`src/rtl/neuron_mac_seq.sv`:
```
// neuron_mac_seq
//   Sequential neuron. It accepts N_IN unsigned inputs with N_IN signed
//   Q.FRAC weights and an unsigned integer bias. It multiply-accumulates one
//   input per clock into a saturating accumulator, then applies a selectable
//   activation. The result is registered and offered on a valid/ready
//   handshake.
//
// Ports
//   clk, rst          clock; asynchronous active-high reset
//   in_valid/in_ready input handshake (in_ready high only in IDLE)
//   in_vec            N_IN x IN_W unsigned inputs, element i at [i*IN_W +: IN_W]
//   w_vec             N_IN x W_W signed weights, element i at [i*W_W +: W_W]
//   bias              unsigned integer bias, added as bias<<FRAC
//   act_sel           00 identity, 01 ReLU, 10 negate, 11 hard-sigmoid
//   out_valid/out_ready output handshake (out_valid high only in DONE)
//   out_data          signed Q(ACC_W-FRAC).FRAC result
//   overflow          saturation seen in this transaction
module neuron_mac_seq #(
  parameter int N_IN   = 4,
  parameter int IN_W   = 2,
  parameter int W_W    = 8,
  parameter int FRAC   = 4,
  parameter int BIAS_W = 3,
  parameter int ACC_W  = 16
) (
  input  logic                   clk,
  input  logic                   rst,
  input  logic                   in_valid,
  output logic                   in_ready,
  input  logic [N_IN*IN_W-1:0]   in_vec,
  input  logic [N_IN*W_W-1:0]    w_vec,
  input  logic [BIAS_W-1:0]      bias,
  input  logic [1:0]             act_sel,
  output logic                   out_valid,
  input  logic                   out_ready,
  output logic [ACC_W-1:0]       out_data,
  output logic                   overflow
);

  localparam int IDX_W  = (N_IN > 1) ? $clog2(N_IN) : 1;
  localparam int PROD_W = IN_W + W_W + 1;
  // One guard bit above the wider operand, so the raw sum can never wrap.
  localparam int SUM_W  = ((PROD_W > ACC_W) ? PROD_W : ACC_W) + 1;

  localparam logic signed [ACC_W-1:0] ACC_MAX = {1'b0, {(ACC_W-1){1'b1}}};
  localparam logic signed [ACC_W-1:0] ACC_MIN = {1'b1, {(ACC_W-1){1'b0}}};
  localparam logic signed [SUM_W-1:0] SUM_MAX = {{(SUM_W-ACC_W+1){1'b0}}, {(ACC_W-1){1'b1}}};
  localparam logic signed [SUM_W-1:0] SUM_MIN = {{(SUM_W-ACC_W+1){1'b1}}, {(ACC_W-1){1'b0}}};
  localparam logic signed [ACC_W:0]   HS_HALF = {{ACC_W{1'b0}}, 1'b1} << (FRAC-1);
  localparam logic signed [ACC_W:0]   HS_ONE  = {{ACC_W{1'b0}}, 1'b1} << FRAC;

  typedef enum logic [1:0] {S_IDLE, S_MAC, S_ACT, S_DONE} state_t;

  state_t                  state_q, state_d;
  logic [IDX_W-1:0]        idx_q, idx_d;
  logic signed [ACC_W-1:0] acc_q, acc_d;
  logic [N_IN*IN_W-1:0]    in_q, in_d;
  logic [N_IN*W_W-1:0]     w_q, w_d;
  logic [1:0]              act_q, act_d;
  logic [ACC_W-1:0]        out_data_q, out_data_d;
  logic                    overflow_q, overflow_d;

  // ---------------- MAC datapath ----------------
  logic [IN_W-1:0]          in_el;
  logic signed [W_W-1:0]    w_el;
  logic signed [PROD_W-1:0] prod;
  logic signed [SUM_W-1:0]  sum;
  logic signed [ACC_W-1:0]  mac_res;
  logic                     mac_sat;

  always_comb begin
    in_el = in_q[int'(idx_q)*IN_W +: IN_W];
    w_el  = w_q[int'(idx_q)*W_W +: W_W];
    // Zero-extend the unsigned input by one bit so the product is a true
    // signed multiply.
    prod  = $signed({1'b0, in_el}) * w_el;
    sum   = {{(SUM_W-ACC_W){acc_q[ACC_W-1]}}, acc_q}
          + {{(SUM_W-PROD_W){prod[PROD_W-1]}}, prod};
    mac_sat = 1'b0;
    if (sum > SUM_MAX) begin
      mac_res = ACC_MAX;
      mac_sat = 1'b1;
    end else if (sum < SUM_MIN) begin
      mac_res = ACC_MIN;
      mac_sat = 1'b1;
    end else begin
      mac_res = sum[ACC_W-1:0];
    end
  end

  // ---------------- activation ----------------
  logic signed [ACC_W:0] acc_wide, hs;
  logic [ACC_W-1:0]      act_res;
  logic                  act_ovf;

  always_comb begin
    acc_wide = {acc_q[ACC_W-1], acc_q};
    // Hard sigmoid y = x/4 + 0.5, evaluated one bit wider than acc.
    hs       = (acc_wide >>> 2) + HS_HALF;
    act_ovf  = 1'b0;
    case (act_q)
      2'b00: act_res = acc_q;
      2'b01: act_res = acc_q[ACC_W-1] ? '0 : acc_q;
      2'b10: begin
        // The most negative value has no positive twin; clamp and flag it.
        if (acc_q == ACC_MIN) begin
          act_res = ACC_MAX;
          act_ovf = 1'b1;
        end else begin
          act_res = -acc_q;
        end
      end
      default: begin
        if (hs < 0)            act_res = '0;
        else if (hs > HS_ONE)  act_res = HS_ONE[ACC_W-1:0];
        else                   act_res = hs[ACC_W-1:0];
      end
    endcase
  end

  // ---------------- control ----------------
  always_comb begin
    // NOTE: every variable gets its hold value first, so no path through the
    // case below can leave one unassigned and infer a latch.
    state_d    = state_q;
    idx_d      = idx_q;
    acc_d      = acc_q;
    in_d       = in_q;
    w_d        = w_q;
    act_d      = act_q;
    out_data_d = out_data_q;
    overflow_d = overflow_q;

    case (state_q)
      S_IDLE: begin
        if (in_valid) begin
          in_d       = in_vec;
          w_d        = w_vec;
          act_d      = act_sel;
          acc_d      = ACC_W'(bias) << FRAC;
          idx_d      = '0;
          overflow_d = 1'b0;
          state_d    = S_MAC;
        end
      end
      S_MAC: begin
        acc_d = mac_res;
        if (mac_sat) overflow_d = 1'b1;
        idx_d = idx_q + IDX_W'(1);
        if (idx_q == IDX_W'(N_IN-1)) state_d = S_ACT;
      end
      S_ACT: begin
        out_data_d = act_res;
        if (act_ovf) overflow_d = 1'b1;
        state_d    = S_DONE;
      end
      default: begin
        if (out_ready) state_d = S_IDLE;
      end
    endcase
  end

  always_ff @(posedge clk or posedge rst) begin
    if (rst) begin
      // NOTE: all state uses non-blocking assignment so every flop updates
      // from pre-edge values; the captured operands are reset as well so the
      // block leaves reset fully defined.
      state_q    <= S_IDLE;
      idx_q      <= '0;
      acc_q      <= '0;
      in_q       <= '0;
      w_q        <= '0;
      act_q      <= '0;
      out_data_q <= '0;
      overflow_q <= 1'b0;
    end else begin
      state_q    <= state_d;
      idx_q      <= idx_d;
      acc_q      <= acc_d;
      in_q       <= in_d;
      w_q        <= w_d;
      act_q      <= act_d;
      out_data_q <= out_data_d;
      overflow_q <= overflow_d;
    end
  end

  // Handshake flags decode the registered state only.
  assign in_ready  = (state_q == S_IDLE);
  assign out_valid = (state_q == S_DONE);
  assign out_data  = out_data_q;
  assign overflow  = overflow_q;

endmodule

```
`config.mk`:
```
export PLATFORM = sky130hd
export DESIGN_NAME = neuron_mac_seq
export DESIGN_NICKNAME = d
export VERILOG_FILES = /design/src/rtl/neuron_mac_seq.sv
export SDC_FILE = /design/constraint.sdc
export NUM_CORES = 1
export LEC_CHECK = 0
export ABC_AREA = 1
export CAP_MARGIN = 5
export CORE_MARGIN = 5
export CORE_UTILIZATION = 35
export DETAILED_ROUTE_END_ITERATION = 10
export HOLD_SLACK_MARGIN = 0.03
export PLACE_DENSITY = 0.51
export SLEW_MARGIN = 20
export SYNTH_ARGS = -nofsm -noshare
export SYNTH_HDL_FRONTEND = slang
export SYNTH_SLANG_ARGS = --single-unit
```
`constraint.sdc`:
```
create_clock -name clk -period 3.75 [get_ports clk]
set_input_delay 0.75 -clock clk [delete_from_list [all_inputs] [get_ports clk]]
set_output_delay 0.75 -clock clk [all_outputs]
set_load 0.02 [all_outputs]
```
==> results.txt <==
- The initialized floorplan defines between 40 and 50 standard-cell rows.
- From synthesis to final layout, the design area changed by 25.1%.
* Worst hold path class: reg2reg
* Placer congestion estimate: 0.899
- Synthesized netlist net count: ~920
* Pin count of the biggest net entering global routing: 46
* Effective utilization at floorplan: 0.356
* Worst setup skew after layout: 0.00425 ns
- Number of global-route vias before repair: around 5,500
- In the finished design, the share of the clock period the worst path needs comes to 0.930.
- Summed over all instances, the cell type with the most area after synthesis is sky130_fd_sc_hd__dfrtp_1.
* Number of buffers created by CTS: 9
* Outcome: completed
* Max Cap Viol: 0
- Data arrival, critical path: ~3.7 ns
- Routed via count: 5,396
* Final hold violation count: 0
- Synthesis warning total: 0
* Die H: between 100 and 150 um
- Crit Path Category: reg2reg
- The synthesized netlist contains 46 unique library cells.
- HPWL after detailed placement: 12,900 um
- The max-slew violation count is 0.
- Leading post-synthesis cells by instance count: sky130_fd_sc_hd__nand2_1 (298), sky130_fd_sc_hd__inv_1 (93), sky130_fd_sc_hd__dfrtp_1 (79), sky130_fd_sc_hd__nor2_1 (66), sky130_fd_sc_hd__ha_1 (42)
* IO Port Bufs: 67
- Average via count per standard cell: 4.80
* Global route total overflow: 0
* Iter 0 DRT Violations: ~350
- The clock tree synthesis step divided the H-tree into 3 levels.
- Clock transition at the register clock pins on the worst setup and hold paths after CTS: approximately 0.06 ns
- Number of diodes added for antenna fixing: 0
- Adding up every negative setup slack in the final design gives 0 ns.
- The root buffer cell chosen for the clock tree is sky130_fd_sc_hd__clkbuf_16.
- Slew margin rel.: 0.499
* Fmax achieved: between 0.2 and 0.3 GHz
* Die ar.: approximately 0.020 sq mm
* Area used by sequential logic in the layout: between 0.0015 and 0.002 sq mm
- Share of async-settable or async-resettable flops after synthesis: 1.00
- Worst Tran Pin Value: approximately 0.75 ns
- Area of the multi-input gates: around 0.0035 sq mm
- Worst Hold Depth: 2
- Fraction of final layout cells sized beyond drive strength 1: 0.129
* Horizontal die dimension: about 140 um
- The worst register-to-register path has a depth of 23.
- Post-Synthesis Cell Area: 0.00590 sq mm
* Min cycle time layout: between 3 and 4 ns
- The core region is between 0.015 and 0.02 sq mm.
- Across every metal layer, demand over resource in global routing totals 0.171.
- Skew-Pair Late Insertion Delay: roughly 0.34 ns
* Wire length of the first global-routing pass: 27,500 um
- The first detailed-routing pass took 4 iterations.
* Maximum fanout encountered on the critical timing path: 8
* Clock tree sinks: 79
- Post-synthesis cell count: roughly 820
- between 60 and 70 I/O pins were placed.
- After synthesis the netlist holds a flip-flop and latch count of ~80.
* # setup viols final: 0
- Dividing the detail-routed wire length by the instance count gives around 15 um.
- Synthesized area per cell: 7.17 sq um
* Post-detailed-route DRC marker count: 0
- Counting flops with a built-in enable in the synthesized netlist gives 0.
- For this design, the CTS-stage hold fixing added 0 buffers.
- The routed design has 16,400 um of wire.
* Cell types occupying the most area after synthesis: sky130_fd_sc_hd__dfrtp_1 (34%), sky130_fd_sc_hd__nand2_1 (19%), sky130_fd_sc_hd__ha_1 (8.9%)
- Yosys top cell area share: 0.335
- Sequential area share after synthesis: 0.335
- sky130_fd_sc_hd__nand2_1 is the most common cell in the netlist.
- For this run, the leading register cell type out of synthesis is sky130_fd_sc_hd__dfrtp_1.
- The number of antenna violations at the first check in global routing is 0.
- For this run, the post-layout net count is between 900 and 1,000.
* Filler cell count in the final layout: 1,767
- Max Buffers Root-to-Sink: 2
- In this run the remaining antenna-violating nets after routing total 0.
- Category of the worst setup path capture point: flop
- TritonCTS clock tree: done
* Type of element launching the critical path: flop
- At the worst endpoint, the required time is just under 4 ns.
-- state kept, by name (all words and copies together), names as in the netlist --
signal	cells
state_q	2
w_q	32
in_q	8
out_data	16
act_q	2
overflow	1
acc_q	16
idx_q	2
-- layer usage --
metal,wire [um],track usage,up-vias
li1,-,-,2777
met1,7650,0.232,2490
met2,7850,0.281,105
met3,582,0.0288,24
met4,286,0.0474,0
met5,0,0,-
-- cells by family after synthesis --
group | Yosys count | share of synthesized area
buffers and inverters | 132 | 0.0876
adder cells (fa/ha/maj) | 50 | 0.116
AO/OA/AOI/OAI | 107 | 0.115
AND/OR/NAND/NOR | 438 | 0.321
XOR/XNOR | 17 | 0.0252
flip-flops | 79 | 0.335
-- final timing paths --
check                               endpoint  slack, ns    startpoint
worst max-delay path                acc_q[1]       0.26      idx_q[1]
worst min-delay path            out_data[11]       0.48  out_data[11]
worst max register to register      acc_q[1]       0.26      idx_q[1]
worst min register to register  out_data[11]       0.48  out_data[11]
max in group asynchronous           acc_q[9]       2.14           rst
min in group asynchronous        out_data[3]       0.83           rst
-- stage by stage --
stage | util | worst slack, ns | instances | hold slack (ns) | instance area [sq um]
final | 0.445 | 0.263 | 1124 | 0.479 | 7380
after global routing | 0.445 | -0.0223 | 1124 | 0.501 | 7380
after CTS | 0.434 | 0.0304 | 1121 | 0.482 | 7200
after detailed placement | 0.414 | -0.0380 | 1105 | 0.466 | 6870
after global placement | 0.414 | -0.0351 | 1105 | 0.464 | 6870
after floorplan | - | 0.336 | 823 | 0.444 | 5900
-- worst max-delay path, cell delays in order (launching register included) --
cell,delay [ns]
sky130_fd_sc_hd__dfrtp_1,0.39
sky130_fd_sc_hd__clkinvlp_4,0.19
sky130_fd_sc_hd__o21ai_0,0.18
sky130_fd_sc_hd__o22ai_1,0.12
sky130_fd_sc_hd__inv_1,0.15
sky130_fd_sc_hd__nor2_2,0.07
sky130_fd_sc_hd__ha_1,0.30
sky130_fd_sc_hd__inv_1,0.06
sky130_fd_sc_hd__fa_1,0.49
sky130_fd_sc_hd__inv_1,0.06
sky130_fd_sc_hd__ha_4,0.29
sky130_fd_sc_hd__nand2_1,0.07
sky130_fd_sc_hd__inv_2,0.08
sky130_fd_sc_hd__nand2_1,0.05
sky130_fd_sc_hd__nor3_1,0.13
sky130_fd_sc_hd__nand2_1,0.11
sky130_fd_sc_hd__nand2_1,0.10
sky130_fd_sc_hd__nand2_1,0.06
sky130_fd_sc_hd__nand2_2,0.07
sky130_fd_sc_hd__nand2_4,0.08
sky130_fd_sc_hd__nand2_8,0.10
sky130_fd_sc_hd__inv_4,0.06
sky130_fd_sc_hd__o21ai_1,0.07
sky130_fd_sc_hd__o21ai_1,0.07
-- cells in the final DEF, fill, tap and decap left out, types with 5 or more instances in the layout --
cell type and n:
sky130_fd_sc_hd__inv_1 88, sky130_fd_sc_hd__ha_1 35, sky130_fd_sc_hd__clkbuf_16 9, sky130_fd_sc_hd__o21ai_0 24, sky130_fd_sc_hd__o211ai_2 6, sky130_fd_sc_hd__clkdlybuf4s50_1 67, sky130_fd_sc_hd__nor2_1 63, sky130_fd_sc_hd__ha_4 6
sky130_fd_sc_hd__buf_4 16, sky130_fd_sc_hd__nor2_2 6, sky130_fd_sc_hd__a21oi_1 31, sky130_fd_sc_hd__xnor2_1 6, sky130_fd_sc_hd__nand4_1 11, sky130_fd_sc_hd__nand2_1 297, sky130_fd_sc_hd__inv_2 17, sky130_fd_sc_hd__xor2_1 11
sky130_fd_sc_hd__fa_1 7, sky130_fd_sc_hd__dfrtp_1 79, sky130_fd_sc_hd__nand2_2 5, sky130_fd_sc_hd__nand3_1 27, sky130_fd_sc_hd__a32o_2 6, sky130_fd_sc_hd__nand3_2 8, sky130_fd_sc_hd__o21ai_1 11
-- cell type report --
| type | count | area share |
|---|---|---|
| clock inverters | 5 | 0.0110 |
| well taps | 220 | 0.0373 |
| repair buffers | 87 | 0.114 |
| multi-input cells | 612 | 0.480 |
| flip-flops and latches | 79 | 0.268 |
| clock buffers | 11 | 0.0329 |
| inverters | 110 | 0.0570 |
-- repair_timing --
item | CTS | global route
resized for setup | 3 | 40
setup endpoints to repair | 16 | 17
setup buffers | 0 | 3
pin swaps | 0 | 4
Power is not shown: default switching activity piles up to over one toggle a cycle in this logic, so the estimate is an artifact.
